`src/rtl/fir_pkg.sv`:
```
// Shared definitions for the FIR coefficient loader.
//   coef_state_e    : frame-parsing FSM states
//   COEF_RESET_TAP0 : tap 0 value after reset (identity filter)
//   SPI_BYTE_BITS   : bits per SPI byte
package fir_pkg;

  typedef enum logic [1:0] {
    ST_IDLE    = 2'd0,
    ST_ADDR    = 2'd1,
    ST_DATA    = 2'd2,
    ST_DISCARD = 2'd3
  } coef_state_e;

  localparam logic [7:0]  COEF_RESET_TAP0 = 8'h7F;
  localparam int unsigned SPI_BYTE_BITS   = 8;

endpackage

```
`src/rtl/fir_coef_loader_spi_byte_rx.sv`:
```
// spi_byte_rx: SPI mode-0 byte receiver, oversampled in the clk domain.
// Ports:
//   clk, resetN          system clock, async active-low reset
//   spiClk, mosi, cs     raw SPI pins (asynchronous to clk)
//   byteValid            one-clk pulse when the 8th bit of a byte is shifted in
//   byteData             completed byte (valid with byteValid)
//   csFall, csRise       one-clk pulses on synchronised cs edges
//   partialByte          bit counter (after this cycle's capture) is mid-byte
module spi_byte_rx
  import fir_pkg::*;
(
  input  logic       clk,
  input  logic       resetN,
  input  logic       spiClk,
  input  logic       mosi,
  input  logic       cs,
  output logic       byteValid,
  output logic [7:0] byteData,
  output logic       csFall,
  output logic       csRise,
  output logic       partialByte
);

  logic       sclk_meta, sclk_sync, sclk_prev;
  logic       mosi_meta, mosi_sync;
  logic       cs_meta, cs_sync, cs_prev;
  logic [2:0] bit_cnt, bit_cnt_n;
  logic [7:0] shift_reg;
  logic       sclk_rise, capture;

  always_ff @(posedge clk or negedge resetN) begin
    if (!resetN) begin
      sclk_meta <= 1'b0;
      sclk_sync <= 1'b0;
      sclk_prev <= 1'b0;
      mosi_meta <= 1'b0;
      mosi_sync <= 1'b0;
      cs_meta   <= 1'b1;
      cs_sync   <= 1'b1;
      cs_prev   <= 1'b1;
    end else begin
      sclk_meta <= spiClk;
      sclk_sync <= sclk_meta;
      sclk_prev <= sclk_sync;
      mosi_meta <= mosi;
      mosi_sync <= mosi_meta;
      cs_meta   <= cs;
      cs_sync   <= cs_meta;
      cs_prev   <= cs_sync;
    end
  end

  assign sclk_rise = sclk_sync & ~sclk_prev;
  assign csFall    = cs_prev & ~cs_sync;
  assign csRise    = ~cs_prev & cs_sync;
  assign capture   = sclk_rise & ~cs_sync;

  // A new frame restarts the count; a capture in the same cycle is bit 0 of it.
  always_comb begin
    bit_cnt_n = bit_cnt;
    if (csFall) begin
      bit_cnt_n = capture ? 3'd1 : 3'd0;
    end else if (capture) begin
      bit_cnt_n = bit_cnt + 3'd1;
    end
  end

  always_ff @(posedge clk or negedge resetN) begin
    if (!resetN) begin
      bit_cnt   <= '0;
      shift_reg <= '0;
    end else begin
      bit_cnt <= bit_cnt_n;
      if (capture) begin
        shift_reg <= {shift_reg[SPI_BYTE_BITS-2:0], mosi_sync};
      end
    end
  end

  // Byte completes combinationally with its last bit; a stale count from an
  // aborted frame must not complete a byte on the first edge of a new frame.
  assign byteValid   = capture & ~csFall & (bit_cnt == 3'd7);
  assign byteData    = {shift_reg[SPI_BYTE_BITS-2:0], mosi_sync};
  assign partialByte = (bit_cnt_n != 3'd0);

endmodule

```
`src/rtl/fir_coef_loader.sv`:
```
// fir_coef_loader: SPI coefficient loader with shadow/active banks.
// Frame format on SPI: first byte = start tap address, following bytes =
// coefficients written to consecutive taps. A validated frame is committed
// to the active bank on the next sampleStrobe.
// Ports:
//   clk, resetN      system clock, async active-low reset
//   spiClk/mosi/cs   SPI pins (mode 0, MSB first, cs active low)
//   sampleStrobe     engine sample-boundary pulse
//   coefs            active bank, tap i at [i*DataWidth +: DataWidth]
//   coefUpdated      pulse in the cycle after a commit
//   commitPending    validated shadow bank awaiting sampleStrobe
//   frameError       sticky frame error, cleared at next cs fall
// Build option: define SYMMETRIC_COEF_EN to mirror each write to tap
// NTaps-1-addr; accepted addresses then shrink to 0..(NTaps-1)/2.
module fir_coef_loader
  import fir_pkg::*;
#(
  parameter int unsigned NTaps     = 13,
  parameter int unsigned DataWidth = 8
) (
  input  logic                       clk,
  input  logic                       resetN,
  input  logic                       spiClk,
  input  logic                       mosi,
  input  logic                       cs,
  input  logic                       sampleStrobe,
  output logic [NTaps*DataWidth-1:0] coefs,
  output logic                       coefUpdated,
  output logic                       commitPending,
  output logic                       frameError
);

  localparam int unsigned BANK_W = NTaps * DataWidth;
`ifdef SYMMETRIC_COEF_EN
  localparam int unsigned ADDR_LIMIT = (NTaps - 1) / 2 + 1;
`else
  localparam int unsigned ADDR_LIMIT = NTaps;
`endif
  localparam logic [8:0]        LIMIT_W    = 9'(ADDR_LIMIT);
  localparam logic [BANK_W-1:0] BANK_RESET = BANK_W'(COEF_RESET_TAP0);

  logic       byte_valid, cs_fall, cs_rise, partial_byte;
  logic [7:0] byte_data;

  spi_byte_rx u_rx (
    .clk         (clk),
    .resetN      (resetN),
    .spiClk      (spiClk),
    .mosi        (mosi),
    .cs          (cs),
    .byteValid   (byte_valid),
    .byteData    (byte_data),
    .csFall      (cs_fall),
    .csRise      (cs_rise),
    .partialByte (partial_byte)
  );

  coef_state_e       state, state_n;
  logic [8:0]        addr, addr_n;
  logic [8:0]        wr_cnt, wr_cnt_n;
  logic [8:0]        mirror_addr;
  logic              ferr_n;
  logic              wr_en;
  logic              set_pending;
  logic              commit;
  logic [BANK_W-1:0] shadow;

  assign mirror_addr = 9'(NTaps - 1) - addr;
  assign commit      = commitPending & sampleStrobe;

  // Byte handling is evaluated before the cs-rise qualification so a byte
  // completing in the same cycle as cs rising counts toward the commit.
  always_comb begin
    state_n     = state;
    addr_n      = addr;
    wr_cnt_n    = wr_cnt;
    ferr_n      = frameError;
    wr_en       = 1'b0;
    set_pending = 1'b0;
    if (cs_fall) begin
      state_n  = ST_ADDR;
      wr_cnt_n = '0;
      ferr_n   = 1'b0;
    end else begin
      if (byte_valid) begin
        case (state)
          ST_ADDR: begin
            if ({1'b0, byte_data} < LIMIT_W) begin
              addr_n  = {1'b0, byte_data};
              state_n = ST_DATA;
            end else begin
              ferr_n  = 1'b1;
              state_n = ST_DISCARD;
            end
          end
          ST_DATA: begin
            if (addr < LIMIT_W) begin
              wr_en    = 1'b1;
              addr_n   = addr + 9'd1;
              wr_cnt_n = wr_cnt + 9'd1;
            end else begin
              ferr_n  = 1'b1;
              state_n = ST_DISCARD;
            end
          end
          default: ;
        endcase
      end
      if (cs_rise) begin
        if (state != ST_IDLE) begin
          if (partial_byte) begin
            ferr_n = 1'b1;
          end else if (state_n == ST_DATA && wr_cnt_n != '0 && !ferr_n) begin
            set_pending = 1'b1;
          end
        end
        state_n = ST_IDLE;
      end
    end
  end

  always_ff @(posedge clk or negedge resetN) begin
    if (!resetN) begin
      state      <= ST_IDLE;
      addr       <= '0;
      wr_cnt     <= '0;
      frameError <= 1'b0;
    end else begin
      state      <= state_n;
      addr       <= addr_n;
      wr_cnt     <= wr_cnt_n;
      frameError <= ferr_n;
    end
  end

  always_ff @(posedge clk or negedge resetN) begin
    if (!resetN) begin
      shadow <= BANK_RESET;
    end else if (wr_en) begin
      for (int unsigned i = 0; i < NTaps; i++) begin
`ifdef SYMMETRIC_COEF_EN
        if (9'(i) == addr || 9'(i) == mirror_addr) begin
`else
        if (9'(i) == addr) begin
`endif
          shadow[i*DataWidth +: DataWidth] <= byte_data;
        end
      end
    end
  end

  // A pending commit always copies the shadow as it stands at the strobe,
  // so a later frame arriving first simply updates what gets committed.
  always_ff @(posedge clk or negedge resetN) begin
    if (!resetN) begin
      coefs         <= BANK_RESET;
      commitPending <= 1'b0;
      coefUpdated   <= 1'b0;
    end else begin
      if (commit) begin
        coefs <= shadow;
      end
      commitPending <= set_pending | (commitPending & ~commit);
      coefUpdated   <= commit;
    end
  end

`ifndef SYMMETRIC_COEF_EN
  logic unused_mirror;
  assign unused_mirror = ^mirror_addr;
`endif

endmodule

```
`config.mk`:
```
export PLATFORM = sky130hd
export DESIGN_NAME = fir_coef_loader
export DESIGN_NICKNAME = d
export VERILOG_FILES = /design/src/rtl/fir_pkg.sv /design/src/rtl/fir_coef_loader_spi_byte_rx.sv /design/src/rtl/fir_coef_loader.sv
export SDC_FILE = /design/constraint.sdc
export NUM_CORES = 1
export LEC_CHECK = 0
export CAP_MARGIN = 10
export CORE_MARGIN = 4
export CORE_UTILIZATION = 40
export DETAILED_ROUTE_END_ITERATION = 10
export PLACE_DENSITY_LB_ADDON = 0.1
export SYNTH_ARGS = -nofsm -noshare
export SYNTH_HDL_FRONTEND = slang
export SYNTH_SLANG_ARGS = --single-unit
```
`constraint.sdc`:
```
create_clock -name clk -period 2.4 [get_ports clk]
set_input_delay 0.36 -clock clk [delete_from_list [all_inputs] [get_ports clk]]
set_output_delay 0.36 -clock clk [all_outputs]
set_load 0.05 [all_outputs]
```
==> impl_metrics.tcl, run 1 <==
set metrics [dict create \
    status "completed" \
    via_per_inst 5.06 \
    worstPathArrival_ns 2.71 \
    wl_per_cell_um 19.2 \
    hold_start "cs" \
    worst-path-buf-inv 0 \
    setup_violations 0 \
    cts_max_path_buffers 3 \
    worstSkewPairLatency_ns 0.52 \
    start_util 0.407 \
    p_int_mw 7.04 \
    netSwitchingFraction 0.240 \
    yosysSeqAreaShare 0.632 \
    core_area_um2 24300 \
    die_w_um 165 \
    p_leak_nw 6.03 \
    die_area_um2 27300 \
    drtIter0Drc 275 \
    antenna_found_initial 0 \
    crit_path_start "u_rx.bit_cnt[0]" \
    grt_pass1_wl_um 35000 \
    powerDensity_nw_per_um2 738 \
    clock_skew_ns 0.00956 \
    clk_pin_slew_worst_paths_ns 0.06 \
    yosysTopAreaCellShare 0.587 \
    grt_max_degree 55 \
    cpMaxStageDelayCell "dfrtp_1" \
    async_flop_share 1.00 \
    placed_cells 1085 \
    hold_path.class "primary input to flip-flop" \
    slew_headroom 0.548 \
    routed-via-count 5739 \
    num_io_pins 113 \
    syn_avg_cell_area_um2 15.2 \
    cpMostUsedCell "ha_1" \
    cts-root-buf "clkbuf_16" \
    num_rows 57 \
    finalCoreUtilization 0.516 \
    final_min_period_over_clock_period 0.943 \
    yosysWarnings 0 \
    drive_above_1_share 0.401 \
    yosys.area.top_type "dfrtp_1" \
    nNetsFinal 807 \
    grt_overflow 0 \
    clockPowerShare 0.458 \
    rr_startpoint "u_rx.bit_cnt[0]" \
    clock_sinks 249 \
    dp_hpwl_um 14200 \
    cap_viol_max_count 0 \
    power_frac_comb 0.077 \
    synthCells 653 \
    fin_crit_ns 2.26 \
    insertedDiodeCount 0 \
    drt_wl_total_um 21800 \
    vdd.ir_drop.worst_uv 448 \
    syn_nets 669 \
    crit_chain "ha_1, ha_1, nor4bb_2, and4_4, nand4_2, or3_1, a21oi_1" \
    required_ns 2.85 \
    portBuffers 112 \
    cts_tree "done" \
    routabilityCongestion 0.754 \
    critPathKind "flip-flop to flip-flop" \
    p_seq_frac 0.465 \
    p_sw_mw 2.22 \
    dr.pass1.iters 4 \
    cts_setup_buffers 0 \
    synth_common_cells "dfrtp_1, mux2_2, clkbuf_1" \
    grt_pass1_vias 6255 \
    slew_viol_final 0 \
    cp_slowest_stage_delay_ns 0.39 \
    end_kind "flip-flop" \
    synth_edf_count 0 \
    ys_types 54 \
    synth.area.top_cells "dfrtp_1, mux2_2, dfstp_2" \
    grt_usage 0.163 \
    ys_seq_elements 249 \
    die_h_um 165 \
    cts_buffers 27 \
    finalHoldViolations 0 \
    syn_to_final_growth_pct 26.8 \
    worstPathMaxFanout 5 \
    post-route-drc-count 0 \
    htreeDepth 1 \
    cp_top_family "simple AND/OR/NAND/NOR gates" \
    fin_cells 1135 \
    largestRegisters "coefs x104, shadow x104" \
    max_freq_ghz 0.442 \
    cp-start-kind "flip-flop" \
    drtAntennaViolNets 0 \
    holdWs_ns 0.243 \
    synth_area_um2 9890 \
    synth_most_common_cell "dfrtp_1" \
    max_slew.worst_pin.slew_ns 0.677 \
    ys.flop_type "dfrtp_1" \
]
layer usage:
| metal | routed length, um | vias up | GRT usage |
|---|---|---|---|
| li1 | - | 2619 | - |
| met1 | 9800 | 2944 | 0.223 |
| met2 | 10500 | 144 | 0.269 |
| met3 | 1120 | 32 | 0.0310 |
| met4 | 417 | 0 | 0.0427 |
| met5 | 0 | - | 0 |
power by group through the flow:
stage / clock network, mW / registers, mW / logic (mW)
6_report: 4.24 / 4.31 / 0.713
5_1_grt: 4.54 / 4.31 / 0.785
4_1_cts: 4.37 / 4.31 / 0.741
2_1_floorplan: 0 / 4.42 / 0.234
3_5_place_dp: 0 / 4.38 / 0.739
3_3_place_gp: 0 / 4.38 / 0.725
final cells by class:
type | instances | area, um2
flip-flops and latches | 249 | 6250
multi-input cells | 362 | 3480
clock inverters | 13 | 175
clock buffers | 36 | 739
well taps | 324 | 405
repair buffers | 143 | 1460
fillers | 2001 | 11800
inverters | 8 | 32.5
final timing paths:
path / end / slack [ns] / cells past startpoint
max: wr_cnt[8] / 0.14 / 7
min: u_rx.cs_meta / 0.24 / 1
max reg2reg: wr_cnt[8] / 0.14 / 7
min reg2reg: u_rx.mosi_sync / 0.36 / 0
max in group asynchronous: coefs[98] / 1.28 / 3
min in group asynchronous: shadow[76] / 0.35 / 2
layout by cell type (no fill, tap or decap), types with 7 or more instances in the layout:
cell type | Yosys | final
a21oi_1 | 8 | 8
buf_12 | 0 | 8
buf_4 | 2 | 22
clkbuf_16 | 0 | 27
clkdlybuf4s50_1 | 0 | 111
clkinv_2 | 0 | 7
dfrtp_1 | 232 | 232
dfstp_2 | 17 | 17
ha_1 | 10 | 10
inv_1 | 7 | 7
mux2_2 | 215 | 215
nand2_1 | 8 | 8
nand3_1 | 11 | 11
nand3_2 | 9 | 9
nor2_1 | 16 | 16
o21ai_0 | 10 | 10
xor2_1 | 7 | 7
logic make-up (layout without fill, tap and decap cells):
kind of cell / Yosys count / count (layout) / synth area share
compound gates: 41 / 41 / 0.0292
xor+xnor: 8 / 8 / 0.00708
fa+ha+maj: 11 / 11 / 0.0137
buf+inv: 42 / 200 / 0.0181
flops: 249 / 249 / 0.632
mux: 218 / 218 / 0.248
simple gates: 84 / 84 / 0.0522
per-stage QoR:
step | TNS [ns] | area, um2 | power, mW | worst slack, ns
global placement | 0 | 11600 | 5.10 | 0.247
global route | -0.0346 | 12500 | 9.64 | -0.0346
detailed placement | 0 | 11600 | 5.12 | 0.153
floorplan | 0 | 9890 | 4.65 | 0.295
finish | 0 | 12500 | 9.26 | 0.137
CTS | 0 | 12500 | 9.42 | 0.0959
what timing repair did:
action,in CTS,in global routing
hold buffers,1,0
endpoints found under the setup margin,0,1
resized for setup,0,4
hold endpoints to repair,47,0
Note: power is estimated with default switching activity, not from simulation.
==> run 2, diff against run 1 <==
--- a/config.mk
+++ b/config.mk
@@ -9,7 +9,7 @@
 export CORE_MARGIN = 4
 export CORE_UTILIZATION = 40
 export DETAILED_ROUTE_END_ITERATION = 10
-export PLACE_DENSITY_LB_ADDON = 0.1
+export PLACE_DENSITY = 0.64
 export SYNTH_ARGS = -nofsm -noshare
 export SYNTH_HDL_FRONTEND = slang
 export SYNTH_SLANG_ARGS = --single-unit
==> impl_metrics.tcl, run 2 (same netlist as run 1, synthesis figures left out) <==
set metrics [dict create \
    status "completed" \
    clk_pin_slew_worst_paths_ns 0.06 \
    cts_max_path_buffers 3 \
    routed-via-count 5745 \
    finalCoreUtilization 0.510 \
    clock_skew_ns 0.0104 \
    setup_tns_ns 0 \
    core_area_um2 24300 \
    grt_pass1_vias 6382 \
    htreeDepth 1 \
    finalPower_mw 9.00 \
    num_io_pins 113 \
    slew_viol_final 0 \
    worstPathMaxFanout 5 \
    multi_input_area_um2 3460 \
    grt_pass1_wl_um 34900 \
    grt_usage 0.161 \
    crit_chain "ha_1, ha_1, nor4bb_1, and4_2, nand4_2, mux2i_1, a221oi_1, o32ai_1" \
    cpMostUsedCell "ha_1" \
    cap_viol_max_count 0 \
    powerDensity_nw_per_um2 726 \
    fin_cells 1129 \
    holdWs_ns 0.265 \
    start_util 0.407 \
    clock_sinks 249 \
    cts_setup_buffers 0 \
    largestRegisters "coefs x104, shadow x104" \
    final_min_period_over_clock_period 0.955 \
    post-route-drc-count 0 \
    drt_wl_total_um 21400 \
    grt_max_degree 81 \
    syn_to_final_growth_pct 25.3 \
    fin_crit_ns 2.29 \
    worstPathArrival_ns 2.68 \
    insertedDiodeCount 0 \
    die_h_um 165 \
    cts_buffers 26 \
    routabilityCongestion 0.813 \
    drive_above_1_share 0.385 \
    register_area_um2 6250 \
    placed_cells 1080 \
    p_leak_nw 5.95 \
    via_per_inst 5.09 \
    setup_violations 0 \
    place_ws_ns 0.117 \
    portBuffers 112 \
    final.setup.worst_slack_ns 0.109 \
    final_cell_mix "dfrtp_1, mux2_2, clkdlybuf4s50_1, clkbuf_16, buf_4" \
    die_area_um2 27300 \
    cts_tree "done" \
    nNetsFinal 801 \
    cp_slowest_stage_delay_ns 0.38 \
    max_freq_ghz 0.436 \
    num_rows 57 \
    hold_path.class "primary input to flip-flop" \
    drtAntennaViolNets 0 \
    vdd.ir_drop.worst_uv 450 \
    final_area_um2 12400 \
    fillers 2012 \
    worstSkewPairLatency_ns 0.52 \
    cpMaxStageDelayCell "dfrtp_1" \
    die_w_um 165 \
    grt_overflow 0 \
    drtIter0Drc 195 \
    required_ns 2.79 \
    dr.pass1.iters 4 \
    cts-root-buf "clkbuf_16" \
    end_kind "flip-flop" \
    slew_headroom 0.534 \
    postPlaceCellArea_um2 11500 \
    cp-start-kind "flip-flop" \
    antenna_found_initial 0 \
    wl_per_cell_um 18.9 \
    critPathKind "flip-flop to flip-flop" \
    mostFrequentLayoutCell "dfrtp_1" \
    max_slew.worst_pin.slew_ns 0.698 \
    finalHoldViolations 0 \
    dp_hpwl_um 13900 \
]
## run 2: cell count changes in the layout (fill, tap and decap cells not counted), moves of 2 or more
cell       change
buf_12         -3
buf_4          -2
bufinv_16      -2
clkbuf_1       +7
clkinv_2       -6
## run 2: layout make-up
class	count	share of cell area
Clock buffer	44	0.0629
Clock inverter	4	0.00616
Inverter	8	0.00262
Multi-Input combinational cell	362	0.279
Sequential cell	249	0.504
Tap cell	324	0.0327
Timing Repair Buffer	138	0.112
## run 2: worst paths after layout
check                                     start  slack, ns              to  cells past startpoint
worst max register to register  u_rx.bit_cnt[0]       0.11   commitPending                      8
worst min register to register   u_rx.mosi_meta       0.35  u_rx.mosi_sync                      0
max in group asynchronous                resetN       1.20    u_rx.cs_meta                      3
min in group asynchronous                resetN       0.42       coefs[74]                      2
worst min-delay path                         cs       0.27    u_rx.cs_meta                      1
worst max-delay path            u_rx.bit_cnt[0]       0.11   commitPending                      8
## run 2: timing repair
action                                 4_1_cts  5_1_grt
resized for setup                            0        1
endpoints found under the hold margin       65        0
hold buffers                                 1        0
setup endpoints to repair                    0        1
## run 2: power breakdown
part	leakage, nW	switching, mW	internal [mW]
Sequential	3.39	0.0393	4.27
Combinational	2.14	0.532	0.177
Clock	0.415	1.56	2.42
Total	5.95	2.13	6.86
## run 2: worst max-delay path: cells and delay by family (launching register included)
kind / cells / cell delay (ns)
mux: 1 / 0.17
fa+ha+maj: 2 / 0.41
compound gates: 2 / 0.39
flops: 1 / 0.38
simple gates: 3 / 0.81
## run 2: metal layers
| layer | wire [um] | track usage | up-vias | share of wire |
|---|---|---|---|---|
| met5 | 0 | 0 | - | 0 |
| met4 | 402 | 0.0401 | 0 | 0.019 |
| met3 | 916 | 0.0261 | 29 | 0.043 |
| met2 | 10200 | 0.265 | 127 | 0.48 |
| met1 | 9870 | 0.225 | 2987 | 0.46 |
| li1 | - | - | 2602 | - |
